--- src/rtl/heater_pkg.sv ---
// Shared types, default sizing and helpers for the heater sequencer.
package heater_pkg;

  typedef enum logic [1:0] {
    ST_IDLE      = 2'd0,
    ST_RAMP_UP   = 2'd1,
    ST_RUN       = 2'd2,
    ST_RAMP_DOWN = 2'd3
  } state_t;

  localparam int DEF_STAGGER_CYCLES = 1024;
  localparam int DEF_CLEAR_PULSE    = 4;
  localparam int DEF_CNT_W          = 16;

  // Callers zero-extend into the 64-bit argument, so channel counts up to 64 are covered.
  function automatic logic [7:0] popcount(input logic [63:0] v);
    logic [7:0] c;
    c = '0;
    for (int i = 0; i < 64; i++) begin
      c = c + {7'b0, v[i]};
    end
    return c;
  endfunction

endpackage

--- src/rtl/heater_clr_pulse.sv ---
// Per-channel err_clear pulse stretcher: a strobe (re)loads a down-counter of CLEAR_PULSE.
module heater_clr_pulse
  import heater_pkg::*;
#(
  parameter int CLEAR_PULSE = DEF_CLEAR_PULSE
) (
  input  logic clk,
  input  logic rst_n,
  input  logic strobe,
  output logic pulse
);
  localparam int CW = $clog2(CLEAR_PULSE + 1);

  logic [CW-1:0] cnt_q, cnt_d;

  always_comb begin
    cnt_d = cnt_q;
    if (strobe) begin
      cnt_d = CW'(CLEAR_PULSE);
    end else if (cnt_q != '0) begin
      cnt_d = cnt_q - CW'(1);
    end
  end

  always_ff @(posedge clk or negedge rst_n) begin
    if (!rst_n) begin
      cnt_q <= '0;
    end else begin
      cnt_q <= cnt_d;
    end
  end

  assign pulse = (cnt_q != '0);

endmodule

--- src/rtl/heater_sequencer.sv ---
// Staggered heater enable ramp with error latching/counting and err_clear pulses.
// Define HEATER_ERR_SHUTDOWN_EN to make a new error switch its heater off until cleared.
module heater_sequencer
  import heater_pkg::*;
#(
  parameter int N              = 32,
  parameter int STAGGER_CYCLES = DEF_STAGGER_CYCLES,
  parameter int CLEAR_PULSE    = DEF_CLEAR_PULSE,
  parameter int CNT_W          = DEF_CNT_W
) (
  input  logic             clk,
  input  logic             rst_n,
  input  logic             run,
  input  logic [N-1:0]     target_mask,
  input  logic [N-1:0]     sticky_clear,
  input  logic [N-1:0]     heater_error,
  output logic [N-1:0]     heater_enable,
  output logic [N-1:0]     heater_err_clear,
  output logic [N-1:0]     err_sticky,
  output logic [CNT_W-1:0] err_count,
  output logic [1:0]       state,
  output logic             all_on
);
  localparam int IDX_W = $clog2(N + 1);
  localparam int TMR_W = $clog2(STAGGER_CYCLES);
  localparam int SUM_W = CNT_W + 8;
  localparam logic [IDX_W-1:0] IDX_LAST   = IDX_W'(N - 1);
  localparam logic [TMR_W-1:0] TMR_RELOAD = TMR_W'(STAGGER_CYCLES - 1);
  localparam logic [CNT_W-1:0] CNT_MAX    = '1;

  state_t           state_q, state_d;
  logic [IDX_W-1:0] idx_q, idx_d;
  logic [TMR_W-1:0] timer_q, timer_d;
  logic [N-1:0]     mask_q, mask_d;
  logic [N-1:0]     en_q, en_d;
  logic [N-1:0]     sticky_q, sticky_d;
  logic [N-1:0]     err_dly_q;
  logic [CNT_W-1:0] cnt_q, cnt_d;

  logic [N-1:0]     new_err, idx_oh, at_or_above, blocked, cand;
  logic             idx_cand, idx_on;
  logic [63:0]      pc_vec;
  logic [SUM_W-1:0] sum;

  always_comb begin
    new_err = heater_error & ~err_dly_q & en_q;
    for (int i = 0; i < N; i++) begin
      idx_oh[i]      = (idx_q == IDX_W'(i));
      at_or_above[i] = (IDX_W'(i) >= idx_q);
    end
`ifdef HEATER_ERR_SHUTDOWN_EN
    blocked = sticky_q;
`else
    blocked = '0;
`endif
    // Channels the ramp may still switch on; already-on channels are stepped over.
    cand     = mask_q & ~en_q & ~blocked;
    idx_cand = |(cand & idx_oh);
    idx_on   = |(en_q & idx_oh);
  end

  always_comb begin
    state_d = state_q;
    idx_d   = idx_q;
    timer_d = timer_q;
    mask_d  = mask_q;
    en_d    = en_q;
    case (state_q)
      ST_IDLE: begin
        if (run) begin
          mask_d  = target_mask;
          idx_d   = '0;
          timer_d = '0;
          state_d = ST_RAMP_UP;
        end
      end
      ST_RAMP_UP: begin
        if (!run) begin
          state_d = ST_RAMP_DOWN;
          timer_d = '0;
          idx_d   = (idx_q == '0 || idx_on) ? idx_q : idx_q - IDX_W'(1);
        end else if ((cand & at_or_above) == '0) begin
          // Nothing left to switch on at or above idx: RUN without waiting the stagger out.
          state_d = ST_RUN;
        end else if (timer_q != '0) begin
          timer_d = timer_q - TMR_W'(1);
        end else begin
          idx_d = idx_q + IDX_W'(1);
          if (idx_cand) begin
            en_d    = en_q | idx_oh;
            timer_d = TMR_RELOAD;
          end
        end
      end
      ST_RUN: begin
        if (!run) begin
          state_d = ST_RAMP_DOWN;
          idx_d   = IDX_LAST;
          timer_d = '0;
        end else begin
`ifdef HEATER_ERR_SHUTDOWN_EN
          en_d = en_q | (mask_q & ~sticky_q);
`endif
        end
      end
      ST_RAMP_DOWN: begin
        if (run) begin
          state_d = ST_RAMP_UP;
        end else if (timer_q != '0) begin
          timer_d = timer_q - TMR_W'(1);
        end else begin
          en_d = en_q & ~idx_oh;
          if (idx_on) begin
            timer_d = TMR_RELOAD;
          end
          if (idx_q == '0) begin
            state_d = ST_IDLE;
            timer_d = '0;
          end else begin
            idx_d = idx_q - IDX_W'(1);
          end
        end
      end
      default: state_d = ST_IDLE;
    endcase
`ifdef HEATER_ERR_SHUTDOWN_EN
    en_d = en_d & ~new_err;
`endif
  end

  always_comb begin
    sticky_d        = (sticky_q & ~sticky_clear) | new_err;
    pc_vec          = '0;
    pc_vec[N-1:0]   = new_err;
    sum             = {8'b0, cnt_q} + {{CNT_W{1'b0}}, popcount(pc_vec)};
    cnt_d           = (sum > {8'b0, CNT_MAX}) ? CNT_MAX : sum[CNT_W-1:0];
  end

  always_ff @(posedge clk or negedge rst_n) begin
    if (!rst_n) begin
      state_q   <= ST_IDLE;
      idx_q     <= '0;
      timer_q   <= '0;
      mask_q    <= '0;
      en_q      <= '0;
      sticky_q  <= '0;
      err_dly_q <= '0;
      cnt_q     <= '0;
    end else begin
      state_q   <= state_d;
      idx_q     <= idx_d;
      timer_q   <= timer_d;
      mask_q    <= mask_d;
      en_q      <= en_d;
      sticky_q  <= sticky_d;
      err_dly_q <= heater_error;
      cnt_q     <= cnt_d;
    end
  end

  for (genvar gi = 0; gi < N; gi++) begin : g_clr
    heater_clr_pulse #(
      .CLEAR_PULSE(CLEAR_PULSE)
    ) u_clr (
      .clk    (clk),
      .rst_n  (rst_n),
      .strobe (sticky_clear[gi]),
      .pulse  (heater_err_clear[gi])
    );
  end

  assign heater_enable = en_q;
  assign err_sticky    = sticky_q;
  assign err_count     = cnt_q;
  assign state         = state_q;
  assign all_on        = (state_q == ST_RUN);

endmodule

--- config.mk ---
export PLATFORM = sky130hd
export DESIGN_NAME = heater_sequencer
export DESIGN_NICKNAME = d
export VERILOG_FILES = /design/src/rtl/heater_pkg.sv /design/src/rtl/heater_clr_pulse.sv /design/src/rtl/heater_sequencer.sv
export SDC_FILE = /design/constraint.sdc
export NUM_CORES = 1
export LEC_CHECK = 0
export CAP_MARGIN = 5
export CELL_PAD_IN_SITES_DETAIL_PLACEMENT = 0
export CELL_PAD_IN_SITES_GLOBAL_PLACEMENT = 1
export CORE_MARGIN = 1.5
export CORE_UTILIZATION = 35
export CTS_CLUSTER_DIAMETER = 150
export DETAILED_ROUTE_END_ITERATION = 8
export GPL_TIMING_DRIVEN = 0
export PLACE_DENSITY_LB_ADDON = 0.25
export SLEW_MARGIN = 5
export SYNTH_ARGS = -nofsm -noshare
export SYNTH_HDL_FRONTEND = slang
export SYNTH_SLANG_ARGS = --single-unit
--- constraint.sdc ---
create_clock -name clk -period 6.9 [get_ports clk]
set_input_delay 1.38 -clock clk [delete_from_list [all_inputs] [get_ports clk]]
set_output_delay 1.38 -clock clk [all_outputs]
set_load 0.01 [all_outputs]
Yosys cells after proc, flatten, opt, wreduce, memory -nomap -nowiden
Index checks and enable logic that the tools add are counted.
Cells by class
  add/subtract/negate cells: 67
  order comparisons: 33
  equal/unequal tests: 51
  mux-type cells: 101
  bitwise operators: 14
  reduce and logical (&&, ||, !) cells: 77
Operators by type and width (number)
  32-bit bitwise AND: 8
  8-bit by 1-bit adder with 8-bit output: 24
  3-bit two-way mux: 64
  32-bit two-way mux: 6
  32-bit inverter: 4
  10-bit two-way mux: 10
  6-bit by 5-bit equality test with 1-bit output (second input constant): 16
  5-bit by 6-bit greater-or-equal comparator with 1-bit output (first input constant): 16
  3-bit nonzero test: 32
  3-bit by 1-bit subtractor with 3-bit output (second input constant): 32
  2-bit nonzero test: 33
  32-bit bitwise OR: 2
  32-bit one-hot mux with 2 select lines: 1
  32-bit OR reduction: 2
  6-bit two-way mux: 9
  6-bit by 4-bit equality test with 1-bit output (second input constant): 8
  4-bit by 6-bit greater-or-equal comparator with 1-bit output (first input constant): 8
  10-bit one-hot mux with 4 select lines: 1
  32-bit zero test: 1
  6-bit by 3-bit equality test with 1-bit output (second input constant): 4
  3-bit by 6-bit greater-or-equal comparator with 1-bit output (first input constant): 4
  6-bit one-hot mux with 4 select lines: 1
  2-bit != test (second input constant): 9
  3-bit != test (second input constant): 6
  other kinds (31): 42
Word-level totals
  register bits after elaboration: 258
  input port bits: 99

Depth between registers and ports, before layout
  depth in word-level cells: 37
  depth in mapped cells: 22

Cells and area by module
A second synthesis with hierarchy kept.
Unflattened totals
  cell total of the unflattened synthesis: 1415
  area total of the unflattened synthesis: 14969.4 µm²
By module, submodules not included
  heater_sequencer: instances 1, cells each 903, area each 9283.9 µm²
  heater_clr_pulse: instances 32, cells each 16, area each 177.7 µm²

Least setup slack after synthesis
No wires, ideal clock.
  path kind: in2reg
  from: input port heater_error[10]
  to: register cnt_q[9] (netlist: err_count[9])
  library setup time: 0.083 ns
  arrival time: 7.042 ns
  required time: 6.817 ns
  path slack: -0.225 ns
  cell stages on the path: 20
  path buffers: 1
  cell sequence: nand3b_1 -> fa_1 -> inv_1 -> fa_1 -> inv_1 -> fa_1 -> fa_1 -> fa_1 -> fa_1 -> fa_1 -> fa_1 -> nor2b_1 -> o21ai_0 -> a21boi_0 -> o21ai_0 -> a21boi_0 -> o21bai_1 -> or3_1 -> clkbuf_1 -> o21ai_0
On the way
  longest elaborated chain between the ends: 27
Ends and longest elaborated chain
  from (decl): RTL line heater_sequencer.sv:16  | input logic [N-1:0] heater_error,
  32-bit bitwise AND * (2 in series): RTL line heater_sequencer.sv:46  | new_err = heater_error & ~err_dly_q & en_q;
  8-bit by 1-bit adder with 8-bit output * (22 in series): RTL line heater_pkg.sv:20  | c = c + {7'b0, v[i]};
  16-bit by 8-bit adder with 17-bit output *: RTL line heater_sequencer.sv:135  | sum = {8'b0, cnt_q} + {{CNT_W{1'b0}}, popcount(pc_vec)};
  17-bit by 16-bit > comparator with 1-bit output: RTL line heater_sequencer.sv:136  | cnt_d = (sum > {8'b0, CNT_MAX}) ? CNT_MAX : sum[CNT_W-1:0];
  16-bit two-way mux *: RTL line heater_sequencer.sv:136
  named net cnt_d[9]: RTL line heater_sequencer.sv:38  | logic [CNT_W-1:0] cnt_q, cnt_d;
  to (signal assigned): RTL line heater_sequencer.sv:157  | cnt_q <= cnt_d;
  to (decl): RTL line heater_sequencer.sv:38
Mark *: on every way through the listed nets, which the timed path passes. The rest lies on a longest branch.
A chain may end at the register's enable or synchronous reset.

Worst setup path after layout
  from: input port heater_error[4]
  to: register cnt_q[8] (netlist: err_count[8])
On the way
  longest elaborated chain between the ends: 33
Ends and longest elaborated chain (RTL line)
  32-bit bitwise AND * (2 in series): heater_sequencer.sv:46
  4-bit by 1-bit adder with 5-bit output *: heater_pkg.sv:20
  5-bit by 1-bit adder with 6-bit output *: heater_pkg.sv:20
  6-bit by 1-bit adder with 7-bit output *: heater_pkg.sv:20
  7-bit by 1-bit adder with 8-bit output *: heater_pkg.sv:20
  8-bit by 1-bit adder with 8-bit output * (24 in series): heater_pkg.sv:20
  16-bit by 8-bit adder with 17-bit output *: heater_sequencer.sv:135
  17-bit by 16-bit > comparator with 1-bit output: heater_sequencer.sv:136
  16-bit two-way mux *: heater_sequencer.sv:136
  named net cnt_d[8]: heater_sequencer.sv:38
Marked as above.

==> metrics.txt <==
outcome finished clean; Achievable Freq 151 MHz; cells after synthesis 1,378; most common flop cell mapped by yosys dfrtp_1; most instantiated cells after synthesis 258 x dfrtp_1, 177 x inv_1, 104 x nor2_1; placed cell areas 0.0169 mm²; Synth area leaders dfrtp_1 46%, ha_1 7.9%, inv_1 4.7%, fa_1 3.7%, mux2_2 2.9%; most frequent cell after synthesis dfrtp_1; Mapped Avg Cell Area 10.2 µm²; core area 0.0397 mm²; Max-cap violations 0; pre-CTS setup slack -1140 ps; Yosys top cell by area dfrtp_1; CTS Buffer Depth 3; fill count 3,791; initial antenna violation count 1; Starting Density 0.355; Routed Antenna Nets 0; Via-to-Cell Ratio 5.08; RSZ-0062 raised after global routing no; required time of the critical path 7380 ps; non-filler cells in the finished layout 2,193; CP Capture Type flip-flop; Synth top area share 0.458; largest net degree at the start of global routing 100; via count 11,100; setup TNS 0 ps; reg2reg end err_count[8]; Final Cell Area 0.0182 mm²; placed instance count 2,117; register-to-register setup slack 640 ps; Worst Setup Slack, final 265 ps; synthesized area 0.0141 mm²; CTS H-tree depth 1; max-slew violations 0; grt ovf 0; fin crit period 6640 ps; Worst-Skew Late Latency 590 ps; crit start category input pin; row count 73; placer congestion estimate 0.926; Seq/Total Area, Yosys 0.458; Die Span X 204 µm; asr flop ratio synth 1.00; Total Nets Final 1,860; Worst Hold Class flip-flop to flip-flop; Worst VDD drop 0.213 mV; Post-synth EDFFs 0; pwr dens 409 mW/mm²; Reg clk slew, reported paths 60 ps; Root Buffer clkbuf_16; skew final 12.5 ps; vias in the first global route 11,000; wire per inst 19.3 µm; worst reg2reg path depth 22; max_slew headroom 0.433; Clock Sinks 258; global router's overall resource usage 0.204; first-iteration detailed-routing DRC count 778; Synth cell types 81; post-layout util 0.459; period utilization 0.962; # DRC 0; Die Ht 204 µm; layout cells sized above 1 0.114; num ports 214; Final Hold Vio Count 0; synthesized flop and latch total 258; critical path class input pin to flip-flop; Port Buffer Count 212; CTS tree yes; Hold Path Origin err_dly_q[23]; synthesis-to-layout area growth 29.3%; yosys warns 0; final hold slack 441 ps; full die area 0.0415 mm²; Hold Path End err_sticky[23]; dpl hpwl 32.0 mm; Hold Path Depth 1; first-pass GRT wire length 64.7 mm; Tot Pwr 7.46 mW; Num CTS Buffers 31; drt total wl 42.4 mm; syn_nets 1,592; critical path arrival 7120 ps; critical path peak fanout 2; Final setup viols 0; worst-margin pin slew 844 ps; Leak 8.14 nW; drt pass-1 iters 5
==> cell families (layout without fill, tap and decap cells) <==
group | after synthesis | in the layout | share of synthesized area
buf+inv | 253 | 542 | 0.0794
compound gates | 328 | 328 | 0.156
other cells | 0 | 1 | 0
flops | 258 | 258 | 0.458
xor+xnor | 40 | 40 | 0.0249
simple gates | 339 | 339 | 0.130
mux | 44 | 44 | 0.0345
fa+ha+maj | 116 | 116 | 0.117
==> how the worst max path moves through the flow <==
stage                          start                  endpoint  cells after the start  slack, ps
floorplan           heater_error[10]              err_count[9]                     20         20
global placement               rst_n  g_clr[14].u_clr.cnt_q[1]                      1      -7340
finish               heater_error[4]              err_count[8]                     23        260
global route         heater_error[4]              err_count[8]                     23         30
detailed placement  heater_error[10]              err_count[6]                     21      -1140
CTS                 heater_error[26]              err_count[8]                     23          2
==> layer usage <==
layer  vias up  wire length, µm  track usage
met5         -                0            0
met4         0             1210       0.0593
met2       325            20000        0.335
met1      5459            19000        0.277
met3        67             2300       0.0321
li1       5289                -            -
==> placed cells by master (no fill, tap or decap), types with 9 or more instances in the layout <==
master,instances
o21ai_0,48
a21oi_1,71
ha_1,89
clkbuf_8,9
buf_4,52
buf_2,18
clkbuf_1,25
xnor2_1,37
a211oi_1,36
nor2_1,102
fa_1,24
a41oi_1,10
nor2b_1,20
clkbuf_16,32
nand2b_1,52
dlymetal6s2s_1,12
o22ai_1,10
nand3_1,23
clkdlybuf4s50_1,197
nor3_1,16
nand3b_1,25
mux2_2,36
o31ai_1,36
a31oi_1,34
inv_1,177
dfrtp_1,258
nand2_1,44
==> critical path, cell delays in order <==
cell	delay (ps)
dlymetal6s2s_1	100
nand3b_1	240
fa_1	600
fa_1	530
fa_1	520
fa_1	520
fa_1	590
fa_1	450
fa_2	390
fa_2	380
nor2b_4	130
o21ai_2	70
a21boi_2	170
o21ai_2	90
a21boi_2	170
buf_4	130
buf_4	90
buf_4	100
buf_4	90
buf_4	100
o21ai_1	60
xor2_1	160
nand2_1	70
==> power by group <==
part	internal, mW	switching [mW]	total [mW]
sequential	1.98	0.385	2.37
combinational	1.55	1.90	3.45
clock	0.983	0.665	1.65
total	4.51	2.95	7.46
==> area by class of cell <==
cell class,count,area [µm²],share of cell area
plain buffers,76,475,0.0261
flip-flops and latches,258,6460,0.354
inverters,177,664,0.0364
multi-input cells,867,6580,0.361
repair buffers,235,2380,0.130
diodes,1,2.50,0.000137
clock inverters,8,109,0.00597
clock buffers,46,912,0.0500
well taps,525,657,0.0360
==> timing repair <==
action / 4_1_cts / 5_1_grt
pin swaps: 16 / 21
hold buffers: 0 / 0
endpoints found under the setup margin: 16 / 16
resized for setup: 13 / 22
gates cloned: 1 / 0
setup buffers: 18 / 2
No activity file was read; power rests on OpenSTA's default activity.
